===== src/rtl/sccb_config_seq_if.sv =====
// Bundle between the SCCB configuration sequencer and its table ROM / camera pins / status consumer.
// The slave modport is the sequencer side; the master modport is the host/ROM side.
interface sccb_config_seq_if;
    logic        start_in;
    logic [7:0]  rom_index_out;
    logic [15:0] rom_data_in;
    logic        sioc_out;
    logic        siod_out;
    logic        busy_out;
    logic        done_out;
    logic [7:0]  writes_out;

    modport slave (
        input  start_in, rom_data_in,
        output rom_index_out, sioc_out, siod_out, busy_out, done_out, writes_out
    );

    modport master (
        output start_in, rom_data_in,
        input  rom_index_out, sioc_out, siod_out, busy_out, done_out, writes_out
    );
endinterface


===== src/rtl/sccb_config_seq.sv =====
// Walks a register table and issues one 3-phase SCCB write (ID 0x42, reg, data) per entry,
// with support for timed delay entries and an end marker.
module sccb_config_seq #(
    parameter int unsigned CLK_DIV      = 163,
    parameter int unsigned GAP_TICKS    = 8,
    parameter int unsigned DELAY_CYCLES = 650000
) (
    input  logic             clk_in,
    input  logic             rst_in,
    sccb_config_seq_if.slave bus
);
    localparam int unsigned CNT_MAX    = (CLK_DIV > DELAY_CYCLES) ? CLK_DIV : DELAY_CYCLES;
    localparam int unsigned CNT_W      = $clog2(CNT_MAX + 1);
    localparam int unsigned TK_W       = 8;
    localparam int unsigned START_LAST = 1;
    localparam int unsigned BITS_LAST  = 107;
    localparam int unsigned STOP_LAST  = 2;
    localparam logic [7:0]  DEV_ID     = 8'h42;
    localparam logic [15:0] ENT_END    = 16'hFFFF;
    localparam logic [15:0] ENT_DELAY  = 16'hFFF0;

    typedef enum logic [3:0] {
        S_IDLE, S_FETCH, S_DECODE, S_START, S_BITS, S_STOP, S_GAP, S_DELAY, S_DONE
    } state_t;

    state_t            state_q, state_d;
    logic [CNT_W-1:0]  cnt_q, cnt_d;
    logic [TK_W-1:0]   tk_q, tk_d;
    logic [7:0]        idx_q, idx_d;
    logic [15:0]       entry_q, entry_d;
    logic [7:0]        writes_q, writes_d;
    logic              busy_q, busy_d;
    logic              done_q, done_d;
    logic              sioc_q, sioc_d;
    logic              siod_q, siod_d;
    logic              tick;
    logic              advance;
    logic [4:0]        slot;
    logic [26:0]       frame;

    // One shared down-counter: tick divider, FETCH wait and DELAY length.
    assign tick  = (cnt_q == '0);
    assign slot  = tk_q[6:2];
    // Each byte is followed by a released (high) acknowledge slot.
    assign frame = {DEV_ID, 1'b1, entry_q[15:8], 1'b1, entry_q[7:0], 1'b1};

    always_comb begin
        state_d  = state_q;
        cnt_d    = cnt_q;
        tk_d     = tk_q;
        idx_d    = idx_q;
        entry_d  = entry_q;
        writes_d = writes_q;
        busy_d   = busy_q;
        done_d   = done_q;
        sioc_d   = 1'b1;
        siod_d   = 1'b1;
        advance  = 1'b0;

        if (state_q inside {S_START, S_BITS, S_STOP, S_GAP}) begin
            cnt_d = tick ? CNT_W'(CLK_DIV - 1) : cnt_q - CNT_W'(1);
        end

        case (state_q)
            S_IDLE, S_DONE: begin
                if (bus.start_in) begin
                    idx_d    = '0;
                    writes_d = '0;
                    done_d   = 1'b0;
                    busy_d   = 1'b1;
                    cnt_d    = CNT_W'(1);
                    state_d  = S_FETCH;
                end
            end
            S_FETCH: begin
                if (tick) begin
                    entry_d = bus.rom_data_in;
                    state_d = S_DECODE;
                end else begin
                    cnt_d = cnt_q - CNT_W'(1);
                end
            end
            S_DECODE: begin
                if (entry_q == ENT_END) begin
                    state_d = S_DONE;
                    busy_d  = 1'b0;
                    done_d  = 1'b1;
                end else if (entry_q == ENT_DELAY) begin
                    state_d = S_DELAY;
                    cnt_d   = CNT_W'(DELAY_CYCLES - 1);
                end else begin
                    state_d = S_START;
                    cnt_d   = CNT_W'(CLK_DIV - 1);
                    tk_d    = '0;
                end
            end
            S_START: begin
                siod_d = (tk_q == '0);
                if (tick) begin
                    if (tk_q == TK_W'(START_LAST)) begin
                        state_d = S_BITS;
                        tk_d    = '0;
                    end else begin
                        tk_d = tk_q + TK_W'(1);
                    end
                end
            end
            S_BITS: begin
                // SIOC low for the first half of the slot, high for the second half.
                sioc_d = tk_q[1];
                siod_d = frame[5'd26 - slot];
                if (tick) begin
                    if (tk_q == TK_W'(BITS_LAST)) begin
                        state_d = S_STOP;
                        tk_d    = '0;
                    end else begin
                        tk_d = tk_q + TK_W'(1);
                    end
                end
            end
            S_STOP: begin
                sioc_d = (tk_q != '0);
                siod_d = (tk_q == TK_W'(STOP_LAST));
                if (tick) begin
                    if (tk_q == TK_W'(STOP_LAST)) begin
                        state_d = S_GAP;
                        tk_d    = '0;
                        if (writes_q != 8'hFF) begin
                            writes_d = writes_q + 8'd1;
                        end
                    end else begin
                        tk_d = tk_q + TK_W'(1);
                    end
                end
            end
            S_GAP: begin
                if (tick) begin
                    if (tk_q == TK_W'(GAP_TICKS - 1)) begin
                        advance = 1'b1;
                    end else begin
                        tk_d = tk_q + TK_W'(1);
                    end
                end
            end
            S_DELAY: begin
                if (tick) begin
                    advance = 1'b1;
                end else begin
                    cnt_d = cnt_q - CNT_W'(1);
                end
            end
            default: state_d = S_IDLE;
        endcase

        // Index 255 never wraps: the walk ends there.
        if (advance) begin
            if (idx_q == 8'hFF) begin
                state_d = S_DONE;
                busy_d  = 1'b0;
                done_d  = 1'b1;
            end else begin
                idx_d   = idx_q + 8'd1;
                cnt_d   = CNT_W'(1);
                state_d = S_FETCH;
            end
        end
    end

    always_ff @(posedge clk_in) begin
        if (rst_in) begin
            state_q  <= S_IDLE;
            cnt_q    <= '0;
            tk_q     <= '0;
            idx_q    <= '0;
            entry_q  <= '0;
            writes_q <= '0;
            busy_q   <= 1'b0;
            done_q   <= 1'b0;
            sioc_q   <= 1'b1;
            siod_q   <= 1'b1;
        end else begin
            state_q  <= state_d;
            cnt_q    <= cnt_d;
            tk_q     <= tk_d;
            idx_q    <= idx_d;
            entry_q  <= entry_d;
            writes_q <= writes_d;
            busy_q   <= busy_d;
            done_q   <= done_d;
            sioc_q   <= sioc_d;
            siod_q   <= siod_d;
        end
    end

    assign bus.rom_index_out = idx_q;
    assign bus.sioc_out      = sioc_q;
    assign bus.siod_out      = siod_q;
    assign bus.busy_out      = busy_q;
    assign bus.done_out      = done_q;
    assign bus.writes_out    = writes_q;
endmodule


===== src/flat_wrapper.sv =====
// flat-port wrapper written by rule: the top's interface ports become plain ports
module sccb_config_seq_flat 
#(
    parameter int unsigned CLK_DIV      = 163,
    parameter int unsigned GAP_TICKS    = 8,
    parameter int unsigned DELAY_CYCLES = 650000
)
  (clk_in, rst_in, bus_start_in, bus_rom_data_in, bus_rom_index_out, bus_sioc_out, bus_siod_out, bus_busy_out, bus_done_out, bus_writes_out);
  sccb_config_seq_if bus_i ();
  input  logic clk_in;
  input  logic rst_in;
  input wire logic [$bits(bus_i.start_in)-1:0] bus_start_in;
  input wire logic [$bits(bus_i.rom_data_in)-1:0] bus_rom_data_in;
  output wire logic [$bits(bus_i.rom_index_out)-1:0] bus_rom_index_out;
  output wire logic [$bits(bus_i.sioc_out)-1:0] bus_sioc_out;
  output wire logic [$bits(bus_i.siod_out)-1:0] bus_siod_out;
  output wire logic [$bits(bus_i.busy_out)-1:0] bus_busy_out;
  output wire logic [$bits(bus_i.done_out)-1:0] bus_done_out;
  output wire logic [$bits(bus_i.writes_out)-1:0] bus_writes_out;
  assign bus_i.start_in = bus_start_in;
  assign bus_i.rom_data_in = bus_rom_data_in;
  assign bus_rom_index_out = bus_i.rom_index_out;
  assign bus_sioc_out = bus_i.sioc_out;
  assign bus_siod_out = bus_i.siod_out;
  assign bus_busy_out = bus_i.busy_out;
  assign bus_done_out = bus_i.done_out;
  assign bus_writes_out = bus_i.writes_out;
  sccb_config_seq #(.CLK_DIV(CLK_DIV), .GAP_TICKS(GAP_TICKS), .DELAY_CYCLES(DELAY_CYCLES)) u_core (.clk_in(clk_in), .rst_in(rst_in), .bus(bus_i));
endmodule

===== config.mk =====
export PLATFORM = sky130hd
export DESIGN_NAME = sccb_config_seq_flat
export DESIGN_NICKNAME = d
export VERILOG_FILES = /design/src/rtl/sccb_config_seq_if.sv /design/src/rtl/sccb_config_seq.sv /design/src/flat_wrapper.sv
export SDC_FILE = /design/constraint.sdc
export NUM_CORES = 1
export LEC_CHECK = 0
export ABC_AREA = 1
export ABC_CLOCK_PERIOD_IN_PS = 2850
export CELL_PAD_IN_SITES_DETAIL_PLACEMENT = 1
export CELL_PAD_IN_SITES_GLOBAL_PLACEMENT = 1
export CORE_ASPECT_RATIO = 0.7
export CORE_MARGIN = 4
export CORE_UTILIZATION = 41
export DETAILED_ROUTE_END_ITERATION = 16
export GPL_TIMING_DRIVEN = 0
export MAX_ROUTING_LAYER = met4
export PLACE_DENSITY = 0.8
export RECOVER_POWER = 25
export REMOVE_ABC_BUFFERS = 1
export SETUP_SLACK_MARGIN = 0.2
export SLEW_MARGIN = 10
export SYNTH_ARGS = -nofsm -noshare
export SYNTH_HDL_FRONTEND = slang
export SYNTH_SLANG_ARGS = --single-unit

===== constraint.sdc =====
create_clock -name clk_in -period 2.85 [get_ports clk_in]
set_clock_uncertainty 0.2 [all_clocks]
set_input_delay 0.855 -clock clk_in [delete_from_list [all_inputs] [get_ports clk_in]]
set_output_delay 0.855 -clock clk_in [all_outputs]
set_load 0.005 [all_outputs]

==> metrics.txt <==
outcome finished, final reports clean; synthesized instance count 822; commonest non-fill, non-tap cell in the layout sky130_fd_sc_hd__nand2_1; Initial Util 41.9%; floorplan die height just under 100 microns; number of DRC violations after detailed routing 0; Yosys cell types 35; max frequency 0.377 GHz; DRT Pass-1 Iters 5; width of the die 139 microns; Critical Path End Type flop; initial antenna violation count 0; residual overflow from global routing 0; Startpoint Class flop; Synth Area per Inst between 5 and 6 sq um; number of max-capacitance violations reported 0; number of nets still failing antenna checks after routing 0; period utilisation layout between 90% and 100%; Final min period 2.65 ns; pins over their slew limit 0; power per cell area 1300 nW/um^2; tightest slew margin relative to the limit 42.4%; TritonCTS clock tree built; layout cells sized above 1 slightly above 8%; Required @ worst endpoint 2.88 ns; worst-path maximum fanout 11; number of vias per cell 5.67; area of the die ~14000 sq um; total core area 11700 sq um; layout filler cell count 1588; RePlAce Congestion 0.870; pin count of the biggest net entering global routing 35; DR WL/cell around 18 microns; top_reg_cell synth sky130_fd_sc_hd__dfxtp_1; root buffer cell sky130_fd_sc_hd__clkbuf_16; total standard cell area after synthesis 4890 sq um; met1 layer wirelength in the final routing 8.79 mm; Layout Cell Area excl Fill 5890 sq um; Met3 Routed Length just over 900 microns; top routing layer in use met4; clock-pin slew reported for the worst setup and hold paths after clock tree synthesis ~0.060 ns; final-report setup violation count 0; metal2 WL around 8.6 mm; leakage power figure 2.63 nW; crit-path cells nor2_1 > nand2_1 > nor2_4 > nand2_1 > nor3_1 > nand3_1 > nand2_4 > nor2_1; clock buffer depth 2; Worst Hold Class reg -> reg; number of hold-slack violations in the final timing report 0; number of enable flip-flop cells after synthesis 0; Post-DP HPWL 12.4 mm; peak supply drop 0.677 mV; Hold WS 0.305 ns; number of global-route vias before repair 6084; number of synthesized register bits 68; wire length of the first global-routing pass 30.2 mm; I/O pin count 39; total via count in the routed design 5796; GRT Total Usage approximately 27%; clock latency on the worst-skew pair 0.34 ns; DRC marker count from the first detailed-route iteration 373; Worst path slowest cell sky130_fd_sc_hd__nor3_1; fraction of the yosys area taken by sequential cells 27.8%; proportion of register bits with asynchronous set or reset after synthesis 0%; count of antenna diodes in the layout 0; worst endpoint data arrival time 2.68 ns; routed wire length 18.5 mm; number of rows in the core area 33; H-tree lvl count 3; number of buffer cells added on primary ports 38; top library cells by usage in the layout, fill and taps aside sky130_fd_sc_hd__nand2_1 (222), sky130_fd_sc_hd__nor2_1 (106), sky130_fd_sc_hd__nand3_1 (88); clk sink count 68; cts bufs inserted 9; slowest cell delay on critical path 0.39 ns; slew at the pin with the worst max-slew slack 0.863 ns; Crit Path Category reg -> reg; warnings from Yosys 0; relative area change from synthesis to final layout 20.4%; nets@finish 892; post-detailed-placement cell area 5350 sq um; setup repair after global routing missed its margin true
==> stage by stage <==
stage,std cells,worst slack (ns),TNS (ns),util [%],total power [mW]
after CTS,1014,0.200,0,49.4,7.19
after global placement,992,-1.26,-41.21,45.8,5.42
after floorplan,797,0.734,0,-,4.50
after detailed placement,992,-1.33,-43.94,45.8,5.70
final,1023,0.195,0,50.4,7.64
after global routing,1023,0.0934,0,50.4,8.26
==> cell type report <==
class / instances / area [sq um] / share of cell area, %
repair inverters: 1 / 7.51 / 0.128
clock buffers: 11 / 253 / 4.29
inverters: 96 / 370 / 6.29
flip-flops and latches: 68 / 1360 / 23.1
multi-input cells: 635 / 3120 / 53.0
well taps: 157 / 196 / 3.34
repair buffers: 50 / 472 / 8.01
clock inverters: 5 / 108 / 1.83
==> kinds of logic (layout without fill, tap and decap cells) <==
group                    Yosys count  after routing  share of synthesized area [%]
AND/OR/NAND/NOR                  487            489                           43.2
flip-flops                        68             68                           27.8
AO/OA/AOI/OAI                    119            119                           13.4
buffers and inverters            121            163                           9.82
XOR/XNOR                          15             15                           2.69
adder cells (fa/ha/maj)           12             12                           3.07
==> per-layer routing <==
layer | GRT usage (%) | up-vias
met5 | - | -
met2 | 43.7 | 179
li1 | - | 2764
met1 | 35.9 | 2830
met3 | 4.81 | 23
met4 | 7.14 | 0
==> synthesized netlist by cell type (3+ instances only) <==
cell type,instances,area [sq um]
sky130_fd_sc_hd__ha_1,12,150
sky130_fd_sc_hd__nand2_1,224,841
sky130_fd_sc_hd__nor2_1,108,405
sky130_fd_sc_hd__nand3_2,3,30.0
sky130_fd_sc_hd__a31oi_1,5,31.3
sky130_fd_sc_hd__nor4_1,3,18.8
sky130_fd_sc_hd__nand2_2,4,25.0
sky130_fd_sc_hd__dfxtp_1,68,1360
sky130_fd_sc_hd__buf_1,3,11.3
sky130_fd_sc_hd__nand3_1,88,440
sky130_fd_sc_hd__o211ai_1,11,82.6
sky130_fd_sc_hd__a21oi_1,49,245
sky130_fd_sc_hd__nor3_1,24,120
sky130_fd_sc_hd__o21ai_0,43,215
sky130_fd_sc_hd__nor2_2,9,56.3
sky130_fd_sc_hd__inv_1,83,312
sky130_fd_sc_hd__inv_2,12,45.0
sky130_fd_sc_hd__nor2_4,4,45.0
sky130_fd_sc_hd__xor2_1,13,114
sky130_fd_sc_hd__o2111ai_1,3,26.3
sky130_fd_sc_hd__nand4_1,19,119
sky130_fd_sc_hd__buf_2,12,60.1
sky130_fd_sc_hd__clkbuf_1,8,30.0
==> critical path: cells and delay by family (launching register included) <==
family        cells  cell delay (ns)
simple gates      8             1.97
flops             1             0.37
==> path summary, 6_finish.rpt <==
| path | cells after the start | startpoint | to | slack [ns] |
|---|---|---|---|---|
| worst max-delay path | 8 | u_core.cnt_q[9] | u_core.cnt_q[16] | 0.20 |
| worst min-delay path | 2 | u_core.bus.writes_out[2] | u_core.bus.writes_out[2] | 0.31 |
| worst max register to register | 8 | u_core.cnt_q[9] | u_core.cnt_q[16] | 0.20 |
| worst min register to register | 2 | u_core.bus.writes_out[2] | u_core.bus.writes_out[2] | 0.31 |
==> sequential cells by signal, summed over array words and instances, names as in the netlist <==
name,cells
u_core.bus.done_out,1
u_core.tk_q,8
u_core.state_q,4
u_core.bus.busy_out,1
u_core.bus.writes_out,8
u_core.bus.siod_out,1
u_core.cnt_q,20
u_core.bus.sioc_out,1
u_core.entry_q,16
u_core.bus.rom_index_out,8
==> where the power goes <==
group / leakage [nW] / internal (mW) / switching [mW] / total (mW)
registers: 0.552 / 1.19 / 0.305 / 1.49
clock network: 0.176 / 0.906 / 0.466 / 1.37
logic: 1.90 / 1.36 / 3.42 / 4.78
total: 2.63 / 3.46 / 4.19 / 7.64
==> repair_timing <==
item                                    CTS  global route
buffers inserted                          5             7
cloned                                    1             2
hold buffers                              0             0
pin swaps                                 0             2
endpoints found under the setup margin   63            44
resized for setup                         9            10
Power figures use the tool's default switching activity.
